[src/rtl/cpu_sequencer_if.sv]
// cpu_sequencer_if: memory and register-file bundle of the sequencer.
// The master side is the sequencer; the slave side is memory plus regfile.
interface cpu_sequencer_if;
  logic [15:0] mem_addr;
  logic        mem_we;
  logic [15:0] mem_wdata;
  logic [15:0] mem_rdata;
  logic [3:0]  read_reg_1;
  logic [3:0]  read_reg_2;
  logic [15:0] reg_1_data;
  logic [15:0] reg_2_data;
  logic        reg_write;
  logic [3:0]  write_reg_no;
  logic [15:0] input_data;
  logic [15:0] pc;
  logic        halted;

  modport master (
    output mem_addr, mem_we, mem_wdata,
    input  mem_rdata,
    output read_reg_1, read_reg_2,
    input  reg_1_data, reg_2_data,
    output reg_write, write_reg_no, input_data,
    output pc, halted
  );

  modport slave (
    input  mem_addr, mem_we, mem_wdata,
    output mem_rdata,
    input  read_reg_1, read_reg_2,
    output reg_1_data, reg_2_data,
    input  reg_write, write_reg_no, input_data,
    input  pc, halted
  );
endinterface

[src/rtl/cpu_sequencer.sv]
// cpu_sequencer: multi-cycle fetch/decode/execute/writeback control
// for the 16-bit datapath, with PC, IR and a small internal ALU.
module cpu_sequencer #(
  parameter logic [15:0] RESET_PC = 16'h0000
) (
  input  logic             clk,
  input  logic             clear,
  cpu_sequencer_if.master  bus
);

  typedef enum logic [2:0] {
    S_FETCH     = 3'd0,
    S_DECODE    = 3'd1,
    S_EXECUTE   = 3'd2,
    S_WRITEBACK = 3'd3,
    S_HALT      = 3'd4
  } state_t;

  state_t      state_q, state_d;
  logic [15:0] pc_q, pc_d;
  logic [15:0] ir_q, ir_d;
  logic [15:0] alu_q, alu_d;
  logic        halted_q, halted_d;

  logic        we_raw;
  logic        rw_raw;
  logic [3:0]  opcode;
  logic [15:0] r1, r2;
  logic [15:0] sext12, sext4;

  assign opcode = ir_q[15:12];
  assign r1     = bus.reg_1_data;
  assign r2     = bus.reg_2_data;
  assign sext12 = {{4{ir_q[11]}}, ir_q[11:0]};
  assign sext4  = {{12{ir_q[11]}}, ir_q[11:8]};

  assign bus.read_reg_1   = ir_q[7:4];
  assign bus.read_reg_2   = ir_q[3:0];
  assign bus.write_reg_no = ir_q[11:8];
  assign bus.input_data   = (opcode == 4'h5) ? bus.mem_rdata : alu_q;
  assign bus.pc           = pc_q;
  assign bus.halted       = halted_q;
  // clear blocks any write in the cycle it is raised
  assign bus.mem_we       = we_raw & ~clear;
  assign bus.reg_write    = rw_raw & ~clear;

  // next-state, datapath updates and bus strobes
  always_comb begin
    state_d       = state_q;
    pc_d          = pc_q;
    ir_d          = ir_q;
    alu_d         = alu_q;
    we_raw        = 1'b0;
    rw_raw        = 1'b0;
    bus.mem_addr  = 16'h0000;
    bus.mem_wdata = 16'h0000;
    unique case (state_q)
      S_FETCH: begin
        bus.mem_addr = pc_q;
        state_d      = S_DECODE;
      end
      S_DECODE: begin
        ir_d    = bus.mem_rdata;
        pc_d    = pc_q + 16'd1;
        state_d = S_EXECUTE;
      end
      S_EXECUTE: begin
        state_d = S_FETCH;
        case (opcode)
          4'h0: begin
            alu_d   = r1 + r2;
            state_d = S_WRITEBACK;
          end
          4'h1: begin
            alu_d   = r1 + {12'h000, ir_q[3:0]};
            state_d = S_WRITEBACK;
          end
          4'h2: begin
            alu_d   = r1 & r2;
            state_d = S_WRITEBACK;
          end
          4'h3: begin
            alu_d   = r1 | r2;
            state_d = S_WRITEBACK;
          end
          4'h4: begin
            alu_d   = r1 ^ r2;
            state_d = S_WRITEBACK;
          end
          4'h5: begin
            bus.mem_addr = r1;
            state_d      = S_WRITEBACK;
          end
          4'h6: begin
            bus.mem_addr  = r1;
            bus.mem_wdata = r2;
            we_raw        = 1'b1;
          end
          4'h7: pc_d = pc_q + sext12;
          4'h8: begin
            if (r1 == r2)
              pc_d = pc_q + sext4;
          end
          4'hF: state_d = S_HALT;
          default: ;
        endcase
      end
      S_WRITEBACK: begin
        rw_raw  = 1'b1;
        state_d = S_FETCH;
      end
      S_HALT: state_d = S_HALT;
      default: state_d = S_FETCH;
    endcase
    halted_d = (state_d == S_HALT);
  end

  // state and datapath registers with synchronous clear
  always_ff @(posedge clk) begin
    if (clear) begin
      state_q  <= S_FETCH;
      pc_q     <= RESET_PC;
      ir_q     <= 16'h0000;
      alu_q    <= 16'h0000;
      halted_q <= 1'b0;
    end else begin
      state_q  <= state_d;
      pc_q     <= pc_d;
      ir_q     <= ir_d;
      alu_q    <= alu_d;
      halted_q <= halted_d;
    end
  end

endmodule

[src/flat_wrapper.sv]
// flat-port wrapper written by rule: the top's interface ports become plain ports
module cpu_sequencer_flat 
#(
  parameter logic [15:0] RESET_PC = 16'h0000
)
  (clk, clear, bus_mem_addr, bus_mem_we, bus_mem_wdata, bus_mem_rdata, bus_read_reg_1, bus_read_reg_2, bus_reg_1_data, bus_reg_2_data, bus_reg_write, bus_write_reg_no, bus_input_data, bus_pc, bus_halted);
  cpu_sequencer_if bus_i ();
  input  logic clk;
  input  logic clear;
  output wire logic [$bits(bus_i.mem_addr)-1:0] bus_mem_addr;
  output wire logic [$bits(bus_i.mem_we)-1:0] bus_mem_we;
  output wire logic [$bits(bus_i.mem_wdata)-1:0] bus_mem_wdata;
  input wire logic [$bits(bus_i.mem_rdata)-1:0] bus_mem_rdata;
  output wire logic [$bits(bus_i.read_reg_1)-1:0] bus_read_reg_1;
  output wire logic [$bits(bus_i.read_reg_2)-1:0] bus_read_reg_2;
  input wire logic [$bits(bus_i.reg_1_data)-1:0] bus_reg_1_data;
  input wire logic [$bits(bus_i.reg_2_data)-1:0] bus_reg_2_data;
  output wire logic [$bits(bus_i.reg_write)-1:0] bus_reg_write;
  output wire logic [$bits(bus_i.write_reg_no)-1:0] bus_write_reg_no;
  output wire logic [$bits(bus_i.input_data)-1:0] bus_input_data;
  output wire logic [$bits(bus_i.pc)-1:0] bus_pc;
  output wire logic [$bits(bus_i.halted)-1:0] bus_halted;
  assign bus_mem_addr = bus_i.mem_addr;
  assign bus_mem_we = bus_i.mem_we;
  assign bus_mem_wdata = bus_i.mem_wdata;
  assign bus_i.mem_rdata = bus_mem_rdata;
  assign bus_read_reg_1 = bus_i.read_reg_1;
  assign bus_read_reg_2 = bus_i.read_reg_2;
  assign bus_i.reg_1_data = bus_reg_1_data;
  assign bus_i.reg_2_data = bus_reg_2_data;
  assign bus_reg_write = bus_i.reg_write;
  assign bus_write_reg_no = bus_i.write_reg_no;
  assign bus_input_data = bus_i.input_data;
  assign bus_pc = bus_i.pc;
  assign bus_halted = bus_i.halted;
  cpu_sequencer #(.RESET_PC(RESET_PC)) u_core (.clk(clk), .clear(clear), .bus(bus_i));
endmodule
[config.mk]
export PLATFORM = sky130hd
export DESIGN_NAME = cpu_sequencer_flat
export DESIGN_NICKNAME = d
export VERILOG_FILES = /design/src/rtl/cpu_sequencer_if.sv /design/src/rtl/cpu_sequencer.sv /design/src/flat_wrapper.sv
export SDC_FILE = /design/constraint.sdc
export NUM_CORES = 1
export LEC_CHECK = 0
export ABC_AREA = 1
export CAP_MARGIN = 20
export CORE_AREA = 2 2 137 139
export CTS_BUF_LIST = sky130_fd_sc_hd__clkbuf_8
export CTS_CLUSTER_SIZE = 25
export DETAILED_ROUTE_END_ITERATION = 16
export DIE_AREA = 0 0 139 141
export PLACE_DENSITY = 0.63
export REMOVE_ABC_BUFFERS = 1
export SYNTH_ARGS = -nofsm -noshare
export SYNTH_HDL_FRONTEND = slang
export SYNTH_SLANG_ARGS = --single-unit
[constraint.sdc]
create_clock -name clk -period 2.63 [get_ports clk]
set_clock_uncertainty 0.2 [all_clocks]
set_input_delay 0.526 -clock clk [delete_from_list [all_inputs] [get_ports clk]]
set_output_delay 0.526 -clock clk [all_outputs]
set_load 0.01 [all_outputs]
==> flow_summary.html <==
<table>
<tr><th>Metric</th><th>Value</th></tr>
<tr><th colspan="2">Status</th></tr>
<tr><td>Status</td><td>finished, final reports clean</td></tr>
<tr><th colspan="2">CTS</th></tr>
<tr><td>Worst skew pair latency</td><td>0.32 ns</td></tr>
<tr><td>Clock transition at path regs</td><td>0.10 ns</td></tr>
<tr><td>Number of levels the H-tree was split into</td><td>2</td></tr>
<tr><td>Clock root buffer</td><td>sky130_fd_sc_hd__clkbuf_8</td></tr>
<tr><td>CTS tree</td><td>done</td></tr>
<tr><td>TritonCTS buffer count</td><td>5</td></tr>
<tr><td>Maximum clock insertion buffer count</td><td>2</td></tr>
<tr><td>Hold-fix buffers, CTS</td><td>0</td></tr>
<tr><td>Clock Sink Count</td><td>52</td></tr>
<tr><th colspan="2">Placement</th></tr>
<tr><td>Post-Place Worst Slack</td><td>-0.263 ns</td></tr>
<tr><td>Count of buffers inserted at the top-level ports</td><td>128</td></tr>
<tr><td>DP Wirelength</td><td>16700 um</td></tr>
<tr><td>Area of placed instances</td><td>7780 um2</td></tr>
<tr><td># placed instances</td><td>1341</td></tr>
<tr><td>Last weighted congestion value of the routability-driven placer</td><td>0.928</td></tr>
<tr><th colspan="2">Worst hold path</th></tr>
<tr><td>Classification of the worst-slack hold path</td><td>reg2reg</td></tr>
<tr><th colspan="2">Drt</th></tr>
<tr><td>Routed Wire Length</td><td>21100 um</td></tr>
<tr><td>Via count</td><td>6434</td></tr>
<tr><td>Detailed-routed wire length on met2</td><td>10700 um</td></tr>
<tr><td>Routed wire per std cell</td><td>15.5 um</td></tr>
<tr><td>M1 wire length</td><td>9260 um</td></tr>
<tr><td>TritonRoute pass-1 iters</td><td>5</td></tr>
<tr><td>Uppermost signal routing layer after detailed routing</td><td>met4</td></tr>
<tr><td>Number of remaining DRC errors</td><td>0</td></tr>
<tr><td>Iter 0 DRT Violations</td><td>335</td></tr>
<tr><td>Remaining number of nets flagged by the antenna check after routing</td><td>0</td></tr>
<tr><td>Mean number of vias per cell</td><td>4.72</td></tr>
<tr><td>Detailed route wirelength on metal3</td><td>794 um</td></tr>
<tr><th colspan="2">GRT</th></tr>
<tr><td>Initial antenna violation count</td><td>0</td></tr>
<tr><td>Maximum number of pins on one net before global-route repair</td><td>33</td></tr>
<tr><td>Global-route wire length before repair</td><td>31500 um</td></tr>
<tr><td>Gr ovfl total</td><td>0</td></tr>
<tr><td>Aggregate global-route resource usage</td><td>0.201</td></tr>
<tr><td>Vias in the first global route</td><td>6088</td></tr>
<tr><th colspan="2">Synth</th></tr>
<tr><td>Count of warnings emitted by yosys</td><td>0</td></tr>
<tr><td>Synth area leaders</td><td>sky130_fd_sc_hd__dfxtp_1 20%, sky130_fd_sc_hd__nand2_1 16%, sky130_fd_sc_hd__ha_1 15%</td></tr>
<tr><td>Portion of the post-synthesis area used by sequential elements</td><td>0.196</td></tr>
<tr><td>Post-synth EDFFs</td><td>0</td></tr>
<tr><td>Gate Count Post-Synth</td><td>880</td></tr>
<tr><td>Area fraction of the dominant cell type after synthesis</td><td>0.196</td></tr>
<tr><td>Post-synth cell types</td><td>38</td></tr>
<tr><td>Post-synthesis cell type with the largest combined area</td><td>sky130_fd_sc_hd__dfxtp_1</td></tr>
<tr><td>Synthesized area per cell</td><td>6.05 um2</td></tr>
<tr><td>Synth async-reset ratio</td><td>0</td></tr>
<tr><td>Netlist area before placement</td><td>5320 um2</td></tr>
<tr><td>Flops &amp; latches, synth</td><td>52</td></tr>
<tr><td>Post-synth top flop</td><td>sky130_fd_sc_hd__dfxtp_1</td></tr>
<tr><th colspan="2">Run</th></tr>
<tr><td>Max-cap violations</td><td>0</td></tr>
<tr><th colspan="2">Final layout</th></tr>
<tr><td>Layout Utilization</td><td>0.465</td></tr>
<tr><td>Most frequent standard cell in the layout excluding fill and tap cells</td><td>sky130_fd_sc_hd__nand2_1</td></tr>
<tr><td>Leading cell types in the layout, fill and taps excluded</td><td>194 x sky130_fd_sc_hd__nand2_1, 136 x sky130_fd_sc_hd__buf_4, 131 x sky130_fd_sc_hd__inv_1, 78 x sky130_fd_sc_hd__clkdlybuf4s50_1, 75 x sky130_fd_sc_hd__nor2_1</td></tr>
<tr><td>Final cell area excluding filler cells</td><td>8490 um2</td></tr>
<tr><td>Final net count</td><td>1242</td></tr>
<tr><td>Layout cell share with drive strength beyond 1</td><td>0.272</td></tr>
<tr><td>Area Growth Syn to Fin</td><td>59.6%</td></tr>
<tr><td>Final non-filler cell total</td><td>1362</td></tr>
<tr><td>Diodes inserted</td><td>0</td></tr>
<tr><th colspan="2">Die</th></tr>
<tr><td>Total core area</td><td>18300 um2</td></tr>
<tr><td>Count of pins on the block boundary</td><td>129</td></tr>
<tr><td>Die height</td><td>141 um</td></tr>
<tr><td>Number of rows created at floorplan</td><td>50</td></tr>
<tr><td>Initial core utilization</td><td>0.291</td></tr>
<tr><td>Die footprint</td><td>19600 um2</td></tr>
<tr><td>Die extent in x</td><td>139 um</td></tr>
<tr><th colspan="2">Timing</th></tr>
<tr><td>Max transition margin</td><td>0.593</td></tr>
<tr><td>Maximum achievable frequency</td><td>385 MHz</td></tr>
<tr><td>TNS Setup</td><td>0 ns</td></tr>
<tr><td>Worst hold margin</td><td>0.295 ns</td></tr>
<tr><td>Transition time at the pin with the least slew margin</td><td>0.608 ns</td></tr>
<tr><td>Final setup margin</td><td>0.0293 ns</td></tr>
<tr><td>Final Cycle Share</td><td>0.989</td></tr>
<tr><td>Number of max-slew violations in the final report</td><td>0</td></tr>
<tr><td>Number of setup violations in the final report</td><td>0</td></tr>
<tr><td>RSZ-0062 raised after global routing</td><td>yes</td></tr>
<tr><td>Shortest clock period the worst path allows after layout</td><td>2.60 ns</td></tr>
<tr><td>Fin. Hold Viols</td><td>0</td></tr>
<tr><th colspan="2">Worst setup path</th></tr>
<tr><td>Data required, critical path</td><td>1.90 ns</td></tr>
<tr><td>Worst Setup Path Type</td><td>reg2out</td></tr>
<tr><td>Arrival time at the worst endpoint</td><td>1.87 ns</td></tr>
<tr><td>Kind of end point of the critical path</td><td>primary output</td></tr>
<tr><td>Critical path fanouts, max</td><td>7</td></tr>
<tr><td>Internal reg-to-reg setup slack</td><td>0.07 ns</td></tr>
<tr><td>Worst Setup Start Kind</td><td>flop</td></tr>
<tr><th colspan="2">Pwr</th></tr>
<tr><td>Max IR drop VDD</td><td>0.247 mV</td></tr>
<tr><td>Pwr Density</td><td>452 nW/um2</td></tr>
<tr><td>Pwr Total</td><td>3.84 mW</td></tr>
<tr><td>Standby leakage power</td><td>4.38 nW</td></tr>
</table>
[worst max-delay path, stage by stage, from the launching register on]
cell and delay [ns]:
sky130_fd_sc_hd__dfxtp_4 0.41, sky130_fd_sc_hd__inv_1 0.07, sky130_fd_sc_hd__nor2_2 0.11, sky130_fd_sc_hd__o21ai_1 0.10
sky130_fd_sc_hd__or2_4 0.31, sky130_fd_sc_hd__o22ai_1 0.23, sky130_fd_sc_hd__dlygate4sd2_1 0.31
[cell usage after synthesis, types with 2 or more instances]
| cell type | number |
|---|---|
| sky130_fd_sc_hd__o31ai_1 | 4 |
| sky130_fd_sc_hd__o21ai_0 | 68 |
| sky130_fd_sc_hd__nor2_1 | 92 |
| sky130_fd_sc_hd__nand2_1 | 226 |
| sky130_fd_sc_hd__a21oi_1 | 68 |
| sky130_fd_sc_hd__xor2_1 | 13 |
| sky130_fd_sc_hd__o22ai_1 | 10 |
| sky130_fd_sc_hd__buf_2 | 9 |
| sky130_fd_sc_hd__clkbuf_1 | 13 |
| sky130_fd_sc_hd__nand3_1 | 54 |
| sky130_fd_sc_hd__o211ai_1 | 4 |
| sky130_fd_sc_hd__and2_1 | 3 |
| sky130_fd_sc_hd__nand4_1 | 4 |
| sky130_fd_sc_hd__nor3_1 | 5 |
| sky130_fd_sc_hd__dfxtp_1 | 52 |
| sky130_fd_sc_hd__o21ai_1 | 2 |
| sky130_fd_sc_hd__inv_2 | 4 |
| sky130_fd_sc_hd__buf_4 | 14 |
| sky130_fd_sc_hd__nor2_4 | 2 |
| sky130_fd_sc_hd__o221ai_1 | 8 |
| sky130_fd_sc_hd__ha_1 | 63 |
| sky130_fd_sc_hd__nand3b_1 | 3 |
| sky130_fd_sc_hd__inv_1 | 140 |
| sky130_fd_sc_hd__fa_1 | 2 |
| sky130_fd_sc_hd__nor2_2 | 4 |
[final timing paths]
check	to	cells past startpoint	start
max	bus_mem_addr[14]	6	u_core.ir_q[13]
min	u_core.ir_q[4]	2	u_core.ir_q[4]
max reg2reg	u_core.alu_q[14]	16	u_core.ir_q[12]
min reg2reg	u_core.ir_q[4]	2	u_core.ir_q[4]
[timing repair]
| item | 4_1_cts | 5_1_grt |
|---|---|---|
| cloned | 1 | 1 |
| pin swaps | 2 | 55 |
| gates resized for setup | 86 | 166 |
| setup buffers | 3 | 8 |
| setup endpoints to repair | 72 | 69 |
[sequential cells by signal, summed over array words and instances, names as in the netlist]
register           count
u_core.state_q         3
u_core.bus.pc         16
u_core.alu_q          16
u_core.bus.halted      1
u_core.ir_q           16
[kinds of logic (layout without fill, tap and decap cells)]
| kind of cell | Yosys count | after routing | synth area share |
|---|---|---|---|
| AND/OR/NAND/NOR | 397 | 397 | 0.307 |
| flip-flops | 52 | 52 | 0.196 |
| buffers and inverters | 182 | 430 | 0.142 |
| XOR/XNOR | 13 | 13 | 0.0214 |
| adder cells (fa/ha/maj) | 65 | 65 | 0.156 |
| AO/OA/AOI/OAI | 171 | 171 | 0.179 |
[power breakdown]
group | internal (mW) | switching, mW
Clock | 0.211 | 0.299
Combinational | 1.05 | 1.24
Sequential | 0.915 | 0.124
[per-layer routing]
metal / track usage / vias up
met2: 0.371 / 137
met4: 0.0415 / 0
met1: 0.256 / 2982
met5: 0 / -
met3: 0.0183 / 15
li1: - / 3300
[final cells by class]
type / instances / area, um2
Sequential cell: 52 / 1050
Clock buffer: 6 / 82.6
Tap cell: 234 / 293
Multi-Input combinational cell: 646 / 4060
Inverter: 144 / 549
Timing Repair Buffer: 278 / 2440
Fill cell: 1890 / 9770
Clock inverter: 2 / 10.0
No activity file was read; power rests on OpenSTA's default activity.
